==> src/rtl/note_tone_bank.sv <==
// note_tone_bank: note index (1..88) per channel -> NCO square tones + mix.
// Octave-table converter FSM feeds per-channel phase accumulators.
// Ports: clk, rst_n (async low); wr_valid/wr_ready/wr_ch/wr_note write,
//   wr_err reject pulse; sq_out per-channel tone; mix_out high count;
//   busy converter active.
// Option: define GLIDE_EN for ticked increment glide toward target.
module note_tone_bank #(
  parameter int CH         = 4,
  parameter int ACC_W      = 32,
  parameter int INC_K      = 7205759,
  parameter int GLIDE_STEP = 64,
  parameter int GLIDE_DIV  = 1000,
  localparam int CW = (CH > 1) ? $clog2(CH) : 1,
  localparam int MW = $clog2(CH + 1)
) (
  input  logic          clk,
  input  logic          rst_n,
  input  logic          wr_valid,
  output logic          wr_ready,
  input  logic [CW-1:0] wr_ch,
  input  logic [7:0]    wr_note,
  output logic          wr_err,
  output logic [CH-1:0] sq_out,
  output logic [MW-1:0] mix_out,
  output logic          busy
);

  typedef enum logic [1:0] {
    IDLE, DIV, MUL, COMMIT
  } state_t;

  localparam logic [31:0] CHU = 32'(CH);

  state_t           state;
  logic [CW-1:0]    ch_q;
  logic [6:0]       rem;
  logic [2:0]       oct;
  logic [ACC_W-1:0] tgt_q;
  logic [19:0]      bv;
  logic [19:0]      freq;
  logic             bad;
  logic [CH-1:0]    hit;
  logic [MW-1:0]    pop;

  logic [ACC_W-1:0] acc [CH];
  logic [ACC_W-1:0] inc [CH];

  function automatic logic [19:0] base(
    input logic [3:0] i
  );
    case (i)
      4'd0:    base = 20'd176000;
      4'd1:    base = 20'd186466;
      4'd2:    base = 20'd197553;
      4'd3:    base = 20'd209301;
      4'd4:    base = 20'd221746;
      4'd5:    base = 20'd234932;
      4'd6:    base = 20'd248902;
      4'd7:    base = 20'd263702;
      4'd8:    base = 20'd279383;
      4'd9:    base = 20'd295996;
      4'd10:   base = 20'd313596;
      4'd11:   base = 20'd332244;
      default: base = 20'd0;
    endcase
  endfunction

  assign wr_ready = (state == IDLE);
  assign busy     = (state != IDLE);

  assign bad = (wr_note > 8'd88)
             || (32'(wr_ch) >= CHU);

  always_comb begin
    bv   = base(rem[3:0]);
    freq = (oct <= 3'd6) ? (bv >> (3'd6 - oct))
                         : (bv << 1);
  end

  always_ff @(posedge clk or negedge rst_n) begin
    if (!rst_n) begin
      state  <= IDLE;
      ch_q   <= '0;
      rem    <= '0;
      oct    <= '0;
      tgt_q  <= '0;
      wr_err <= 1'b0;
    end else begin
      wr_err <= 1'b0;
      case (state)
        IDLE: begin
          if (wr_valid) begin
            if (bad) begin
              wr_err <= 1'b1;
            end else if (wr_note == 8'd0) begin
              ch_q  <= wr_ch;
              tgt_q <= '0;
              state <= COMMIT;
            end else begin
              ch_q  <= wr_ch;
              rem   <= 7'(wr_note - 8'd1);
              oct   <= '0;
              state <= DIV;
            end
          end
        end
        DIV: begin
          if (rem >= 7'd12) begin
            rem <= rem - 7'd12;
            oct <= oct + 3'd1;
          end else begin
            state <= MUL;
          end
        end
        MUL: begin
          // Only the bits above the 2^24 scale are kept.
          tgt_q <= ACC_W'((64'(freq) * 64'(INC_K)) >> 24);
          state <= COMMIT;
        end
        COMMIT: begin
          state <= IDLE;
        end
        default: state <= IDLE;
      endcase
    end
  end

  always_comb begin
    for (int c = 0; c < CH; c++) begin
      hit[c] = (state == COMMIT) && (ch_q == CW'(c));
    end
  end

  always_comb begin
    pop = '0;
    for (int c = 0; c < CH; c++) begin
      pop = pop + MW'(sq_out[c]);
    end
  end

`ifdef GLIDE_EN
  logic [ACC_W-1:0] target [CH];
  logic [ACC_W-1:0] gnxt   [CH];
  logic [31:0]      gcnt;
  logic             tick;
  logic [ACC_W-1:0] d;

  assign tick = (gcnt == 32'(GLIDE_DIV - 1));

  always_comb begin
    d = '0;
    for (int c = 0; c < CH; c++) begin
      gnxt[c] = inc[c];
      if (target[c] > inc[c]) begin
        d = target[c] - inc[c];
        gnxt[c] = inc[c] + ((d < ACC_W'(GLIDE_STEP))
                  ? d : ACC_W'(GLIDE_STEP));
      end else if (target[c] < inc[c]) begin
        d = inc[c] - target[c];
        gnxt[c] = inc[c] - ((d < ACC_W'(GLIDE_STEP))
                  ? d : ACC_W'(GLIDE_STEP));
      end
    end
  end

  always_ff @(posedge clk or negedge rst_n) begin
    if (!rst_n) begin
      gcnt <= '0;
    end else begin
      gcnt <= tick ? '0 : gcnt + 32'd1;
    end
  end
`endif

  always_ff @(posedge clk or negedge rst_n) begin
    if (!rst_n) begin
      for (int c = 0; c < CH; c++) begin
        acc[c] <= '0;
        inc[c] <= '0;
`ifdef GLIDE_EN
        target[c] <= '0;
`endif
      end
      sq_out  <= '0;
      mix_out <= '0;
    end else begin
      for (int c = 0; c < CH; c++) begin
        // A rest restarts the phase; other rewrites keep it.
        acc[c] <= (hit[c] && tgt_q == '0) ? '0
                : acc[c] + inc[c];
`ifdef GLIDE_EN
        if (hit[c]) begin
          target[c] <= tgt_q;
          if (tgt_q == '0 || inc[c] == '0) begin
            inc[c] <= tgt_q;
          end
        end else if (tick) begin
          inc[c] <= gnxt[c];
        end
`else
        if (hit[c]) begin
          inc[c] <= tgt_q;
        end
`endif
        sq_out[c] <= acc[c][ACC_W-1] && (inc[c] != '0);
      end
      mix_out <= pop;
    end
  end

endmodule
==> config.mk <==
export PLATFORM = sky130hd
export DESIGN_NAME = note_tone_bank
export DESIGN_NICKNAME = d
export VERILOG_FILES = /design/src/rtl/note_tone_bank.sv
export SDC_FILE = /design/constraint.sdc
export NUM_CORES = 1
export LEC_CHECK = 0
export ABC_AREA = 1
export BUFFER_PORTS_ARGS = -buffer_cell sky130_fd_sc_hd__buf_2
export CAP_MARGIN = 0
export CORE_ASPECT_RATIO = 1.1
export CORE_MARGIN = 8
export CORE_UTILIZATION = 56
export DETAILED_ROUTE_END_ITERATION = 7
export GPL_ROUTABILITY_DRIVEN = 0
export GPL_TIMING_DRIVEN = 0
export PLACE_DENSITY_LB_ADDON = 0.12
export SYNTH_ARGS = -nofsm -noshare
export SYNTH_HDL_FRONTEND = slang
export SYNTH_SLANG_ARGS = --single-unit
==> constraint.sdc <==
create_clock -name clk -period 16.05 [get_ports clk]
set_input_delay 1.605 -clock clk [delete_from_list [all_inputs] [get_ports clk]]
set_output_delay 1.605 -clock clk [all_outputs]
set_load 0.01 [all_outputs]
==> impl_metrics.py, run 1 <==
metrics = {
    "routing": {
        "wl_per_cell_um": 16.8,
        "via_per_inst": 5.55,
        "drc": 0,
        "wirelength_mm": 58.1,
        "firstDrtPassIters": 5,
        "final_antenna_net_count": 0,
        "drtIter0Drc": 1246,
        "vias": 19200,
    },
    "synthesis": {
        "ys_ff_latch": 245,
        "synthesis.instances": 2826,
        "syn_area_mm2": 0.0235,
        "synth_most_common_cell": "inv_1",
        "ys.flop_type": "dfrtp_1",
        "synth_top_area_cell": "dfrtp_1",
        "ys_async_sr_fraction_pct": 100,
        "yosys_warnings": 0,
        "synth.area.top_cells": "dfrtp_1 26%, fa_1 18%, ha_1 15%, inv_1 7.4%, nand2_1 7.3%",
        "syn-num-nets": 3325,
        "ys_top_cells_by_count": "465 x inv_1, 457 x nand2_1, 273 x ha_1, 263 x nor2_1, 250 x o21ai_0",
        "synth_edf_count": 0,
        "yosys.area.top_type_share_pct": 26.1,
        "synth_cell_types": 64,
        "yosysSeqAreaShare_pct": 26.1,
        "syn_avg_cell_area_um2": 8.31,
    },
    "final_layout": {
        "final_nets": 3378,
        "n_antenna_cell": 0,
        "fin_area_mm2": 0.0253,
        "drive_gt1_share_pct": 4.52,
        "syn_to_final_growth_pct": 7.53,
    },
    "grt": {
        "grt_usage_pct": 24.2,
        "grt_pass1_vias": 19700,
        "grt_overflow": 0,
        "grt_start_max_net_pins": 123,
        "grt_pass1_wl_mm": 97.2,
        "antenna_found_initial": 0,
    },
    "clock_network": {
        "cts_max_level": 1,
        "cts_resized": 0,
        "cts_made_buffers": 26,
        "cts_tree": "done",
        "cts_setup_buffers": 0,
        "clk_pin_slew_ps": 60,
        "clockBufferDepth": 3,
        "clock_latency_ps": 530,
        "ctsHoldBuffers": 0,
        "cts_root_buffer": "clkbuf_16",
        "cts.sinks": 245,
    },
    "sta": {
        "post-route-min-period_ps": 9360,
        "setup_viol": 0,
        "hold_slack_ps": 501,
        "grt_setup_unrepaired": "false",
        "finalMaxSlewViolations": 0,
        "setup_slack_ps": 6690,
        "period_share_pct": 58.3,
        "hold_viol": 0,
        "skew_ps": 8.97,
        "totalNegativeSetupSlack_ps": 0,
        "relSlewSlack_pct": 8.05,
        "max_freq_ghz": 0.107,
        "worst_pin_slew_ps": 1380,
    },
    "setup_path": {
        "reg2reg_from": "oct[0]",
        "critPathMaxFanout": 10,
        "worst_r2r_path_depth": 29,
        "slowest_stage": "nor3_1",
        "max_stage_delay_ps": 880,
        "endpoint": "tgt_q[12]",
        "crit_arrival_ps": 9750,
        "crit_start": "oct[0]",
        "reg2reg_setup_slack_ps": 6690,
        "r2r_end": "tgt_q[12]",
        "cp-start-kind": "flip-flop",
        "end_kind": "flip-flop",
        "path_class": "reg -> reg",
        "cp.required_ps": 16450,
    },
    "placement": {
        "pre_cts_ws_ps": 6820,
        "port_buffers": 22,
        "place_area_mm2": 0.0244,
        "dp_hpwl_mm": 47.6,
    },
    "min_path": {
        "worstHoldPathType": "reg -> reg",
    },
    "die": {
        "core.rowCount": 78,
        "core_area_mm2": 0.0413,
        "io_pins": 23,
        "die_height_um": 231,
        "dieArea_mm2": 0.0488,
        "start_util_pct": 56.9,
        "die_w_um": 211,
    },
    "run": {
        "maxCapViolations": 0,
    },
    "outcome": {
        "status": "completed",
    },
}
==> sequential cells by signal, indices dropped and copies added, names as in the netlist <==
register and count:
tgt_q 19, inc 76, oct 3, mix_out 3, sq_out 4, state 2, rem 7, ch_q 2
wr_err 1, acc 128
==> per-layer routing <==
metal | vias to the layer above | GRT usage (%) | routed length [µm]
met5 | - | 0 | 0
met4 | 0 | 9.28 | 2160
met3 | 115 | 2.05 | 2260
met2 | 504 | 43.3 | 29000
met1 | 9211 | 30.1 | 24700
li1 | 9369 | - | -
==> cell usage in the layout, fill, tap and decap left out, drive strengths merged, types with 6 or more instances in the layout <==
master,n
ha,273
fa,213
nor3,37
nor2,267
xnor2,18
or2,6
xor2,22
a21boi,7
o21ai,260
o211ai,8
nand2,470
inv,471
buf,36
and2,7
nand3,86
nor4,25
nand4,20
a31oi,10
a21o,14
a21oi,241
o21a,16
dfrtp,245
o22ai,18
o21bai,10
clkinv,7
clkbuf,68
o31ai,9
==> critical path: cells and delay by family (launching register included) <==
family / cells / cell delay (ps)
buffers and inverters: 10 / 1820
AO/OA/AOI/OAI: 6 / 1570
flip-flops: 1 / 430
AND/OR/NAND/NOR: 4 / 1200
adder cells (fa/ha/maj): 9 / 4180
==> cell type report <==
type | instances | area, µm²
Clock inverter | 14 | 144
Timing Repair Buffer | 25 | 183
Clock buffer | 34 | 742
Sequential cell | 245 | 6130
Fill cell | 3702 | 16000
Multi-Input combinational cell | 2065 | 15400
Inverter | 471 | 1780
Buffer | 45 | 220
Tap cell | 560 | 701
==> metrics by stage <==
| step | cells | utilization (%) |
|---|---|---|
| finish | 3459 | 61.2 |
| global route | 3459 | 61.2 |
| CTS | 3458 | 61.2 |
| detailed placement | 3410 | 59.0 |
| global placement | 3408 | 58.9 |
| floorplan | 2826 | - |
==> cell families after synthesis <==
logic type,after synthesis,synth area share (%)
XOR/XNOR,40,1.49
flip-flops,245,26.1
AND/OR/NAND/NOR,921,16.5
buffers and inverters,516,8.50
AO/OA/AOI/OAI,617,14.6
adder cells (fa/ha/maj),486,32.7
multiplexers,1,0.0426
==> worst min-delay path by stage <==
stage	from	slack [ps]	to	cells after the start
CTS	tgt_q[7]	500	tgt_q[7]	2
global route	acc[118]	520	acc[118]	2
detailed placement	tgt_q[7]	480	tgt_q[7]	2
global placement	tgt_q[7]	480	tgt_q[7]	2
floorplan	acc[127]	430	acc[127]	1
finish	acc[54]	500	acc[54]	2
Power of run 1 is not shown: default switching activity piles up to over one toggle a cycle in this logic, so the estimate is an artifact.
==> run 2: changes to the inputs <==
Clock period 16.05 ns to 8.6 ns, I/O delays scaled along.
==> impl_metrics.py, run 2 (synthesized netlist as in run 1, its figures left out) <==
metrics = {
    "setup_path": {
        "reg2reg_from": "oct[0]",
        "max_stage_delay_ps": 600,
        "cp-start-kind": "flip-flop",
        "r2r_end": "tgt_q[16]",
        "crit_start": "oct[0]",
        "worst_r2r_path_depth": 30,
        "path_class": "reg -> reg",
        "end_kind": "flip-flop",
        "critPathMaxFanout": 10,
        "crit_top_cell": "fa_1",
        "crit_arrival_ps": 8650,
        "cp.required_ps": 9000,
        "reg2reg_setup_slack_ps": 350,
        "slowest_stage": "fa_1",
    },
    "die": {
        "core_area_mm2": 0.0413,
        "core.rowCount": 78,
        "io_pins": 23,
        "die_w_um": 211,
        "start_util_pct": 56.9,
        "die_height_um": 231,
        "dieArea_mm2": 0.0488,
    },
    "final_layout": {
        "final_nets": 3400,
        "layout.cells.non_filler": 3481,
        "drive_gt1_share_pct": 6.30,
        "layout_commonest_cell": "inv_1",
        "layout_common_cells": "463 x inv_1, 457 x nand2_1, 273 x ha_1",
        "top_regs": "acc (128), inc (76), tgt_q (19)",
        "fillCellCount": 3610,
        "largest_reg_flops": 128,
        "n_antenna_cell": 0,
        "final_core_utilization_pct": 62.2,
        "largest_register": "acc",
        "syn_to_final_growth_pct": 9.26,
    },
    "clock_network": {
        "clockBufferDepth": 3,
        "cts_max_level": 1,
        "clk_pin_slew_ps": 70,
        "ctsHoldBuffers": 0,
        "cts_made_buffers": 26,
        "clock_latency_ps": 530,
        "cts_tree": "done",
        "cts.sinks": 245,
        "cts_root_buffer": "clkbuf_16",
    },
    "min_path": {
        "worstHoldPathType": "in -> async",
    },
    "routing": {
        "wirelength_mm": 59.0,
        "via_per_inst": 5.55,
        "drc": 0,
        "drtIter0Drc": 1318,
        "firstDrtPassIters": 6,
        "wl_per_cell_um": 16.9,
        "final_antenna_net_count": 0,
        "vias": 19300,
    },
    "placement": {
        "dp.cells": 3410,
        "dp_hpwl_mm": 47.6,
        "port_buffers": 22,
    },
    "grt": {
        "grt_overflow": 0,
        "antenna_found_initial": 0,
        "grt_start_max_net_pins": 123,
        "grt_pass1_vias": 19700,
        "grt_pass1_wl_mm": 97.5,
        "grt_usage_pct": 24.3,
    },
    "sta": {
        "relSlewSlack_pct": 40.9,
        "worst_pin_slew_ps": 884,
        "max_freq_ghz": 0.121,
        "setup_viol": 0,
        "finalMaxSlewViolations": 0,
        "skew_ps": 9.27,
        "hold_slack_ps": 214,
        "post-route-min-period_ps": 8250,
        "period_share_pct": 95.9,
        "totalNegativeSetupSlack_ps": 0,
        "hold_viol": 0,
    },
    "run": {
        "maxCapViolations": 0,
    },
    "outcome": {
        "status": "completed",
    },
}
-- run 2: repair_timing --
action / in CTS / in global routing
gates resized for setup: 15 / 44
pin swaps: 0 / 8
endpoints found under the setup margin: 19 / 19
buffers inserted: 0 / 22
cloned: 0 / 1
-- run 2: critical path, delay by kind of cell, from the launching register on --
family	cells	cell delay, ps
AOI/OAI and AO/OA	8	1610
adders and majority gates	9	4280
buffers and inverters	9	1350
DFF	1	430
and+or+nand+nor	4	450
-- run 2: layer usage --
layer | vias to the layer above | global-route usage [%] | routed length, µm
li1 | 9415 | - | -
met1 | 9286 | 30.1 | 24900
met2 | 481 | 43.4 | 29400
met3 | 127 | 2.10 | 2250
met4 | 0 | 9.34 | 2350
met5 | - | 0 | 0
-- run 2: how the worst max path moves through the flow --
| stage | end | slack [ps] | cells past startpoint |
|---|---|---|---|
| 4_1_cts | tgt_q[16] | 20 | 35 |
| 5_1_grt | tgt_q[4] | -160 | 32 |
| 3_5_place_dp | tgt_q[16] | -630 | 27 |
| 3_3_place_gp | tgt_q[16] | -580 | 27 |
| 6_report | tgt_q[16] | 350 | 30 |
| 2_1_floorplan | tgt_q[16] | 850 | 32 |
-- run 2: cell type report --
class | count | area (µm²) | share of cell area, %
plain buffers | 45 | 233 | 0.907
clock buffers | 34 | 742 | 2.89
clock inverters | 14 | 144 | 0.561
inverters | 471 | 1780 | 6.94
multi-input cells | 2065 | 15500 | 60.6
flip-flops and latches | 245 | 6130 | 23.9
well taps | 560 | 701 | 2.73
repair buffers | 46 | 378 | 1.47
repair inverters | 1 | 5.00 | 0.0195
-- run 2: through the flow --
stage          area [µm²]  worst slack (ps)
6_report            25700               349
5_1_grt             25700              -160
4_1_cts             25300              19.0
3_5_place_dp        24400              -633
3_3_place_gp        24300              -584
2_1_floorplan       23500               849
Power of run 2 is left out for the same reason.
==> run 3: changes to the inputs <==
Settings changed: MAX_ROUTING_LAYER set to met4.
==> impl_metrics.py, run 3 (synthesized netlist as in run 1, its figures left out) <==
metrics = {
    "placement": {
        "dp_hpwl_mm": 47.6,
        "pre_cts_ws_ps": -633,
        "dp.cells": 3410,
        "port_buffers": 22,
    },
    "sta": {
        "post-route-min-period_ps": 8170,
        "period_share_pct": 95.0,
        "skew_ps": 9.03,
        "worst_pin_slew_ps": 850,
        "hold_viol": 0,
        "relSlewSlack_pct": 43.1,
        "setup_slack_ps": 428,
        "max_freq_ghz": 0.122,
        "hold_slack_ps": 216,
        "setup_viol": 0,
        "finalMaxSlewViolations": 0,
    },
    "die": {
        "core.rowCount": 78,
        "core_area_mm2": 0.0413,
        "io_pins": 23,
        "die_w_um": 211,
        "dieArea_mm2": 0.0488,
        "die_height_um": 231,
        "start_util_pct": 56.9,
    },
    "routing": {
        "drc": 0,
        "drtIter0Drc": 1302,
        "firstDrtPassIters": 6,
        "wl_per_cell_um": 16.9,
        "via_per_inst": 5.54,
        "wirelength_mm": 58.9,
        "vias": 19300,
        "final_antenna_net_count": 0,
    },
    "grt": {
        "grt_usage_pct": 25.0,
        "grt_pass1_vias": 19800,
        "grt_overflow": 0,
        "grt_pass1_wl_mm": 97.5,
        "antenna_found_initial": 0,
        "grt_start_max_net_pins": 123,
    },
    "setup_path": {
        "path_buf_inv": 10,
        "reg2reg_setup_slack_ps": 430,
        "crit_top_cell": "inv_1",
        "reg2reg_from": "rem[1]",
        "end_kind": "flip-flop",
        "crit_start": "rem[1]",
        "endpoint": "tgt_q[4]",
        "cp-start-kind": "flip-flop",
        "path_class": "reg -> reg",
        "cp.required_ps": 9000,
        "r2r_end": "tgt_q[4]",
        "worst_r2r_path_depth": 36,
        "crit_family": "adder cells",
        "max_stage_delay_ps": 690,
        "critPathMaxFanout": 9,
        "cp.depth": 36,
        "slowest_stage": "fa_2",
        "crit_arrival_ps": 8570,
    },
    "final_layout": {
        "largest_reg_flops": 128,
        "final_nets": 3400,
        "final_core_utilization_pct": 62.2,
        "drive_gt1_share_pct": 6.30,
        "largest_register": "acc",
        "n_antenna_cell": 0,
        "fillCellCount": 3613,
        "layout_commonest_cell": "inv_1",
        "top_regs": "acc (128), inc (76), tgt_q (19)",
        "syn_to_final_growth_pct": 9.28,
        "layout_common_cells": "463 x inv_1, 457 x nand2_1, 273 x ha_1",
        "layout.cells.non_filler": 3481,
    },
    "clock_network": {
        "cts_max_level": 1,
        "cts_root_buffer": "clkbuf_16",
        "clk_pin_slew_ps": 60,
        "cts.sinks": 245,
        "cts_made_buffers": 26,
        "cts_tree": "done",
        "clock_latency_ps": 530,
        "clockBufferDepth": 3,
    },
    "outcome": {
        "status": "completed",
    },
    "run": {
        "maxCapViolations": 0,
    },
    "min_path": {
        "worstHoldPathType": "in -> async",
    },
}
[run 3: changes by cell type in the layout (fill, tap and decap cells not counted), sizes merged]
| cell | change |
|---|---|
| clkbuf | -1 |
| buf | +1 |
[run 3: routing by layer]
| metal | vias up | GRT usage, % | wire length [µm] |
|---|---|---|---|
| met2 | 510 | 43.3 | 29300 |
| met1 | 9226 | 30.2 | 24900 |
| met5 | - | - | 0 |
| li1 | 9405 | - | - |
| met3 | 136 | 2.03 | 2250 |
| met4 | 0 | 9.58 | 2410 |
[run 3: worst min-delay path by stage]
stage | start | endpoint | slack, ps | cells past startpoint
after floorplan | acc[127] | acc[127] | 430 | 1
after global placement | tgt_q[7] | tgt_q[7] | 480 | 2
after detailed placement | tgt_q[7] | tgt_q[7] | 480 | 2
after CTS | rst_n | acc[92] | 210 | 1
after global routing | rst_n | acc[92] | 230 | 1
final | rst_n | acc[92] | 220 | 1
[run 3: final cells by class]
cell class / count / area, µm² / area share (%)
clock inverter: 14 / 144 / 0.561
tap: 560 / 701 / 2.73
timing repair inverter: 1 / 5.00 / 0.0195
inverter: 471 / 1780 / 6.94
buffer: 45 / 231 / 0.902
timing repair buffer: 46 / 378 / 1.47
sequential: 245 / 6130 / 23.9
multi-input combinational: 2065 / 15600 / 60.6
clock buffer: 34 / 742 / 2.89
[run 3: per-stage QoR]
stage                     TNS, ps  instance area (µm²)
final                           0                25700
after CTS                       0                25300
after detailed placement    -6990                24400
after global routing         -260                25700
after global placement      -6500                24300
after floorplan                 0                23500
[run 3: repair_timing]
action / CTS / global route
setup buffers: 0 / 22
endpoints found under the setup margin: 19 / 19
hold buffers: 0 / 0
resized for setup: 15 / 45
pin swaps: 0 / 8
gates cloned: 0 / 1
Power of run 3 is left out for the same reason.
